### src/rtl/deframing_crc_if.sv
// Byte-stream bus between the demodulator byte slicer and the receive deframer.
interface deframing_crc_if;
  logic [7:0] din;
  logic       din_valid;
  logic [7:0] dout;
  logic       dout_valid;
  logic       frame_start;
  logic       frame_done;
  logic       crc_ok;
  logic       err;

  modport master (
    output din, din_valid,
    input  dout, dout_valid, frame_start, frame_done, crc_ok, err
  );

  modport slave (
    input  din, din_valid,
    output dout, dout_valid, frame_start, frame_done, crc_ok, err
  );
endinterface

### src/rtl/deframing_crc.sv
// SHR hunt, PHR/PSDU deframing with FCS strip and bit-serial CRC-16/X-25 residue check.
// Define DEFRAMING_TIMEOUT_EN to abort frames after TIMEOUT_CYC idle cycles between bytes.
module deframing_crc #(
  parameter int PREAMBLE_MIN = 4,
  parameter int MAX_LEN      = 127,
  parameter int TIMEOUT_CYC  = 64
) (
  input  logic             clk,
  input  logic             reset_n,
  deframing_crc_if.slave   bus
);
  localparam int AA_W = $clog2(PREAMBLE_MIN + 1);
  localparam logic [AA_W-1:0] AA_MIN = AA_W'(PREAMBLE_MIN);
  localparam logic [7:0] MAX_L8 = 8'(MAX_LEN);

  typedef enum logic [2:0] {HUNT, SFD, PHR, PSDU, CHECK} state_t;

  state_t          state;
  logic [AA_W-1:0] aa_cnt;
  logic [15:0]     crc;
  logic [7:0]      shreg;
  logic [3:0]      bit_cnt;
  logic [7:0]      len;
  logic [7:0]      byte_cnt;
  logic            overrun_busy;

  // The last bit shifts on the same edge a new byte may load, so 8-cycle spacing is legal.
  assign overrun_busy = (bit_cnt > 4'd1);

  function automatic logic [15:0] crc_step(input logic [15:0] c, input logic b);
    logic ci;
    ci = b ^ c[0];
    return {ci, c[15:12], c[11] ^ ci, c[10:5], c[4] ^ ci, c[3:1]};
  endfunction

`ifdef DEFRAMING_TIMEOUT_EN
  localparam int IDLE_W = $clog2(TIMEOUT_CYC + 1);
  localparam logic [IDLE_W-1:0] IDLE_LIM = IDLE_W'(TIMEOUT_CYC - 1);
  logic [IDLE_W-1:0] idle_cnt;
`else
  if (TIMEOUT_CYC < 1) begin : g_timeout_unused
  end
`endif

  always_ff @(posedge clk or negedge reset_n) begin
    if (!reset_n) begin
      state            <= HUNT;
      aa_cnt           <= '0;
      crc              <= 16'hFFFF;
      shreg            <= '0;
      bit_cnt          <= '0;
      len              <= '0;
      byte_cnt         <= '0;
      bus.dout         <= '0;
      bus.dout_valid   <= 1'b0;
      bus.frame_start  <= 1'b0;
      bus.frame_done   <= 1'b0;
      bus.crc_ok       <= 1'b0;
      bus.err          <= 1'b0;
`ifdef DEFRAMING_TIMEOUT_EN
      idle_cnt         <= '0;
`endif
    end else begin
      bus.dout_valid  <= 1'b0;
      bus.frame_start <= 1'b0;
      bus.frame_done  <= 1'b0;
      bus.crc_ok      <= 1'b0;
      bus.err         <= 1'b0;

      if (bit_cnt != 4'd0) begin
        crc     <= crc_step(crc, shreg[0]);
        shreg   <= shreg >> 1;
        bit_cnt <= bit_cnt - 4'd1;
      end

      case (state)
        HUNT: if (bus.din_valid) begin
          if (bus.din == 8'hAA) begin
            if (aa_cnt != AA_MIN) aa_cnt <= aa_cnt + 1'b1;
          end else if (bus.din == 8'hF3 && aa_cnt >= AA_MIN) begin
            state <= SFD;
          end else begin
            aa_cnt <= '0;
          end
        end

        SFD: if (bus.din_valid) begin
          if (bus.din == 8'h98) begin
            bus.frame_start <= 1'b1;
            crc             <= 16'hFFFF;
            bit_cnt         <= '0;
            state           <= PHR;
          end else begin
            aa_cnt <= (bus.din == 8'hAA) ? AA_W'(1) : '0;
            state  <= HUNT;
          end
        end

        PHR: if (bus.din_valid) begin
          if (overrun_busy || bus.din < 8'd3 || bus.din > MAX_L8) begin
            bus.err <= 1'b1;
            state   <= HUNT;
            aa_cnt  <= '0;
            bit_cnt <= '0;
          end else begin
            len      <= bus.din;
            shreg    <= bus.din;
            bit_cnt  <= 4'd8;
            byte_cnt <= '0;
            state    <= PSDU;
          end
        end

        PSDU: if (bus.din_valid) begin
          if (overrun_busy) begin
            bus.err <= 1'b1;
            state   <= HUNT;
            aa_cnt  <= '0;
            bit_cnt <= '0;
          end else begin
            shreg    <= bus.din;
            bit_cnt  <= 4'd8;
            byte_cnt <= byte_cnt + 8'd1;
            // The two FCS bytes feed the CRC but are never forwarded.
            if (byte_cnt < len - 8'd2) begin
              bus.dout       <= bus.din;
              bus.dout_valid <= 1'b1;
            end
            if (byte_cnt == len - 8'd1) state <= CHECK;
          end
        end

        CHECK: begin
          if (bus.din_valid) begin
            bus.err <= 1'b1;
            state   <= HUNT;
            aa_cnt  <= '0;
            bit_cnt <= '0;
          end else if (bit_cnt == 4'd0) begin
            bus.frame_done <= 1'b1;
            bus.crc_ok     <= (crc == 16'hF0B8);
            state          <= HUNT;
            aa_cnt         <= '0;
          end
        end

        default: begin
          state  <= HUNT;
          aa_cnt <= '0;
        end
      endcase

`ifdef DEFRAMING_TIMEOUT_EN
      // Idle time only matters while waiting for PHR or PSDU bytes.
      if (bus.din_valid || state == HUNT || state == SFD || state == CHECK) begin
        idle_cnt <= '0;
      end else if (idle_cnt == IDLE_LIM) begin
        bus.err  <= 1'b1;
        state    <= HUNT;
        aa_cnt   <= '0;
        bit_cnt  <= '0;
        idle_cnt <= '0;
      end else begin
        idle_cnt <= idle_cnt + 1'b1;
      end
`endif
    end
  end
endmodule
### src/flat_wrapper.sv
// flat-port wrapper written by rule: the top's interface ports become plain ports
module deframing_crc_flat 
#(
  parameter int PREAMBLE_MIN = 4,
  parameter int MAX_LEN      = 127,
  parameter int TIMEOUT_CYC  = 64
)
  (clk, reset_n, bus_din, bus_din_valid, bus_dout, bus_dout_valid, bus_frame_start, bus_frame_done, bus_crc_ok, bus_err);
  deframing_crc_if bus_i ();
  input  logic clk;
  input  logic reset_n;
  input wire logic [$bits(bus_i.din)-1:0] bus_din;
  input wire logic [$bits(bus_i.din_valid)-1:0] bus_din_valid;
  output wire logic [$bits(bus_i.dout)-1:0] bus_dout;
  output wire logic [$bits(bus_i.dout_valid)-1:0] bus_dout_valid;
  output wire logic [$bits(bus_i.frame_start)-1:0] bus_frame_start;
  output wire logic [$bits(bus_i.frame_done)-1:0] bus_frame_done;
  output wire logic [$bits(bus_i.crc_ok)-1:0] bus_crc_ok;
  output wire logic [$bits(bus_i.err)-1:0] bus_err;
  assign bus_i.din = bus_din;
  assign bus_i.din_valid = bus_din_valid;
  assign bus_dout = bus_i.dout;
  assign bus_dout_valid = bus_i.dout_valid;
  assign bus_frame_start = bus_i.frame_start;
  assign bus_frame_done = bus_i.frame_done;
  assign bus_crc_ok = bus_i.crc_ok;
  assign bus_err = bus_i.err;
  deframing_crc #(.PREAMBLE_MIN(PREAMBLE_MIN), .MAX_LEN(MAX_LEN), .TIMEOUT_CYC(TIMEOUT_CYC)) u_core (.clk(clk), .reset_n(reset_n), .bus(bus_i));
endmodule
### config.mk
export PLATFORM = sky130hd
export DESIGN_NAME = deframing_crc_flat
export DESIGN_NICKNAME = d
export VERILOG_FILES = /design/src/rtl/deframing_crc_if.sv /design/src/rtl/deframing_crc.sv /design/src/flat_wrapper.sv
export SDC_FILE = /design/constraint.sdc
export NUM_CORES = 1
export LEC_CHECK = 0
export BUFFER_PORTS_ARGS = -buffer_cell sky130_fd_sc_hd__buf_2
export CAP_MARGIN = 20
export CORE_MARGIN = 10
export CORE_UTILIZATION = 53
export DETAILED_ROUTE_END_ITERATION = 8
export GPL_ROUTABILITY_DRIVEN = 0
export GPL_TIMING_DRIVEN = 0
export HOLD_SLACK_MARGIN = 0.12
export PLACE_DENSITY = 0.72
export REMOVE_ABC_BUFFERS = 1
export SLEW_MARGIN = 10
export SYNTH_ARGS = -nofsm -noshare
export SYNTH_HDL_FRONTEND = slang
export SYNTH_SLANG_ARGS = --single-unit
### constraint.sdc
create_clock -name clk -period 5.3 [get_ports clk]
set_input_delay 1.06 -clock clk [delete_from_list [all_inputs] [get_ports clk]]
set_output_delay 1.06 -clock clk [all_outputs]
set_load 0.01 [all_outputs]
==> results.md <==
- Cell area power density: 363 mW/mm^2
- Async S/R FF share, synth: 1.00
- Worst Hold Launch: u_core.crc[15]
- Post-route setup slack: 2540 ps
- Yosys top cell area share: 0.342
- CP arrival: 2980 ps
- Detailed-route wire length: 7340 um
- Worst Tran Pin Value: 907 ps
- Drt drc: 0
- Fin. Hold Viols: 0
- Critical-path cell list: buf_2 > nand3b_1 > nor4b_4 > nand2_1 > nor3_4 > mux2_2
- Row cnt: 29
- Starting Density: 0.544
- Worst-skew pair later-pin latency: 340 ps
- Nets: 400
- Area grow syn2layout: 10.5%
- CTS tree: built
- Fin Setup TNS: 0 ps
- Pin count of the biggest net entering global routing: 64
- Gr ovfl total: 0
- Port bufs: 23
- Post-CTS Resized: 0
- Footprint of the multi-input gates: 0.00175 mm^2
- Outcome: completed
- Htree depth: 3
- Top-count cell post-synth: nand2_1
- Internal power: 0.000913 W
- Max_cap viols: 0
- Register area share after synthesis: 0.465
- Final worst path period share: 0.520
- Reg2Reg Setup Slack: 2590 ps
- First-pass GRT wire length: 12,500 um
- Die Wd: 101 um
- Via/cell ratio: 5.71
- WHS: 495 ps
- DP HPWL: 5120 um
- Share of cells above drive strength 1: 0.219
- Clock tree buffer depth: 2
- Num CTS Buffers: 9
- I/O pin total: 24
- Vias: 2,603
- Initial antenna violation count: 0
- CP max stage delay: 560 ps
- Crit Path Class: in2reg
- Distinct cells, synth: 55
- Vias in the first global route: 2,583
- Avg Inst Size Synth: 9.87 um^2
- Synth Flop Type: dfrtp_1
- Clock Sinks: 63
- Seq pwr share: 0.500
- Synth Instances: 348
- Layout fillers: 561
- FF+latch count, synth: 63
- Iter 0 DRT Violations: 148
- Switching power: 0.000465 W
- Peak supply drop: 0.000232 V
- Slowest cell on the critical path: nor4b_4
- Switch share: 0.338
- Number of setup violations in the final report: 0
- Total Routing Usage GR: 0.153
- Clock-pin transition on the worst setup and hold timing paths: 70 ps
- Cell taking the most area after synthesis: dfrtp_1
- Worst path required time: 5530 ps
- Drt wl/cell: 16.1 um
- Startpoint Class: input pin
- Leak: 1.79 nW
- Comb power frac: 0.241
- Antenna diodes: 0
- Launch point of the critical path: bus_din_valid
- Hold Path Class: reg2reg
- Reg-to-reg startpoint: u_core.len[3]
- Die ar.: 0.0101 mm^2
- Register area: 0.00160 mm^2
- Dpl ws: 1650 ps
- RSZ-0062 raised after global routing: no
- Fmax: 0.363 GHz
- CP max FO: 9
- Synth Cell Area: 0.00343 mm^2
- CTS Root Cell: clkbuf_8
- Rel. slew slack: 0.393
- Fin. max-slew vios: 0
- DRT Pass-1 Iters: 4
- List of most frequent post-synthesis cells: nand2_1, dfrtp_1, nor2_1
- Clock skew: 6.80 ps
- Placeable core area: 0.00631 mm^2
- Number of synthesized flops with an enable pin: 0
- Critical path endpoint category: flop
- Synth area leaders: dfrtp_1, dfstp_2, nand2_1, ha_1, mux2_2
- Period minus WS final: 2760 ps
- Yosys warning count: 0
- Hold-fix buffers, CTS: 0
- Post-route ant nets: 0
- Post-CTS setup buffer count: 0
- Die Height: 101 um
- Clock share of power: 0.259
[cell type report]
class | instances | share of cell area
Clock buffer | 12 | 0.0356
Clock inverter | 4 | 0.00626
Inverter | 12 | 0.0119
Multi-Input combinational cell | 262 | 0.460
Sequential cell | 63 | 0.421
Tap cell | 77 | 0.0254
Timing Repair Buffer | 26 | 0.0399
[per-stage QoR]
stage | total power, W | util | cells | instance area (um^2)
4_1_cts | 0.00138 | 0.599 | 455 | 3780
3_3_place_gp | 0.000995 | 0.569 | 437 | 3590
3_5_place_dp | 0.00103 | 0.574 | 439 | 3620
6_report | 0.00138 | 0.601 | 456 | 3790
2_1_floorplan | 0.000914 | - | 337 | 3380
5_1_grt | 0.00146 | 0.601 | 456 | 3790
[logic make-up after synthesis]
kind of cell | share of synthesized area
AOI/OAI and AO/OA | 0.0871
xor gates and xnor gates | 0.0638
adders and majority gates | 0.0546
buffers and inverters | 0.0280
DFF | 0.465
muxes | 0.0521
and+or+nand+nor | 0.250
[power by group through the flow]
stage | Clock [W] | Sequential (W) | Combinational, W
after global placement | 0 | 0.000691 | 0.000304
after CTS | 0.000360 | 0.000687 | 0.000336
after floorplan | 0 | 0.000672 | 0.000242
after detailed placement | 0 | 0.000695 | 0.000331
final | 0.000357 | 0.000689 | 0.000332
after global routing | 0.000383 | 0.000702 | 0.000377
[sequential cells by signal, indices dropped and copies added, names as in the netlist]
register	count
u_core.byte_cnt	8
u_core.bit_cnt	4
u_core.bus.err	1
u_core.len	8
u_core.shreg	8
u_core.state	3
u_core.bus.frame_start	1
u_core.bus.frame_done	1
u_core.bus.crc_ok	1
u_core.aa_cnt	3
u_core.bus.dout_valid	1
u_core.crc	16
u_core.bus.dout	8
[worst max-delay path: cells and delay by family]
family / cells / cell delay [ps]
buffers and inverters: 1 / 130
muxes: 1 / 400
and+or+nand+nor: 4 / 1390
[cells in the final DEF, fill, tap and decap left out, drive strengths merged, types with 6 or more instances in the layout]
cell type	count
nor2	29
buf	26
nand4	6
nand2	62
nand3	14
dfrtp	47
xor2	13
dfstp	16
nor4	7
nor3	7
a31oi	9
xnor2	12
mux2	15
clkbuf	12
inv	13
ha	15
a21oi	8
o21ai	12
and3	6
[path summary, 6_finish.rpt]
| check | to | cells after the start |
|---|---|---|
| min in group asynchronous | u_core.state[0] | 1 |
| setup / recovery | u_core.bus.dout[4] | 6 |
| hold / removal | u_core.crc[14] | 2 |
| setup reg to reg | u_core.bus.dout[4] | 8 |
| max in group asynchronous | u_core.byte_cnt[6] | 1 |
| hold reg to reg | u_core.crc[14] | 2 |
[per-layer routing]
| layer | track usage | wire (um) |
|---|---|---|
| met5 | 0 | 0 |
| met4 | 0.0609 | 46 |
| met3 | 0.0343 | 270 |
| met2 | 0.237 | 3490 |
| met1 | 0.201 | 3530 |
No activity file was read; power rests on OpenSTA's default activity.
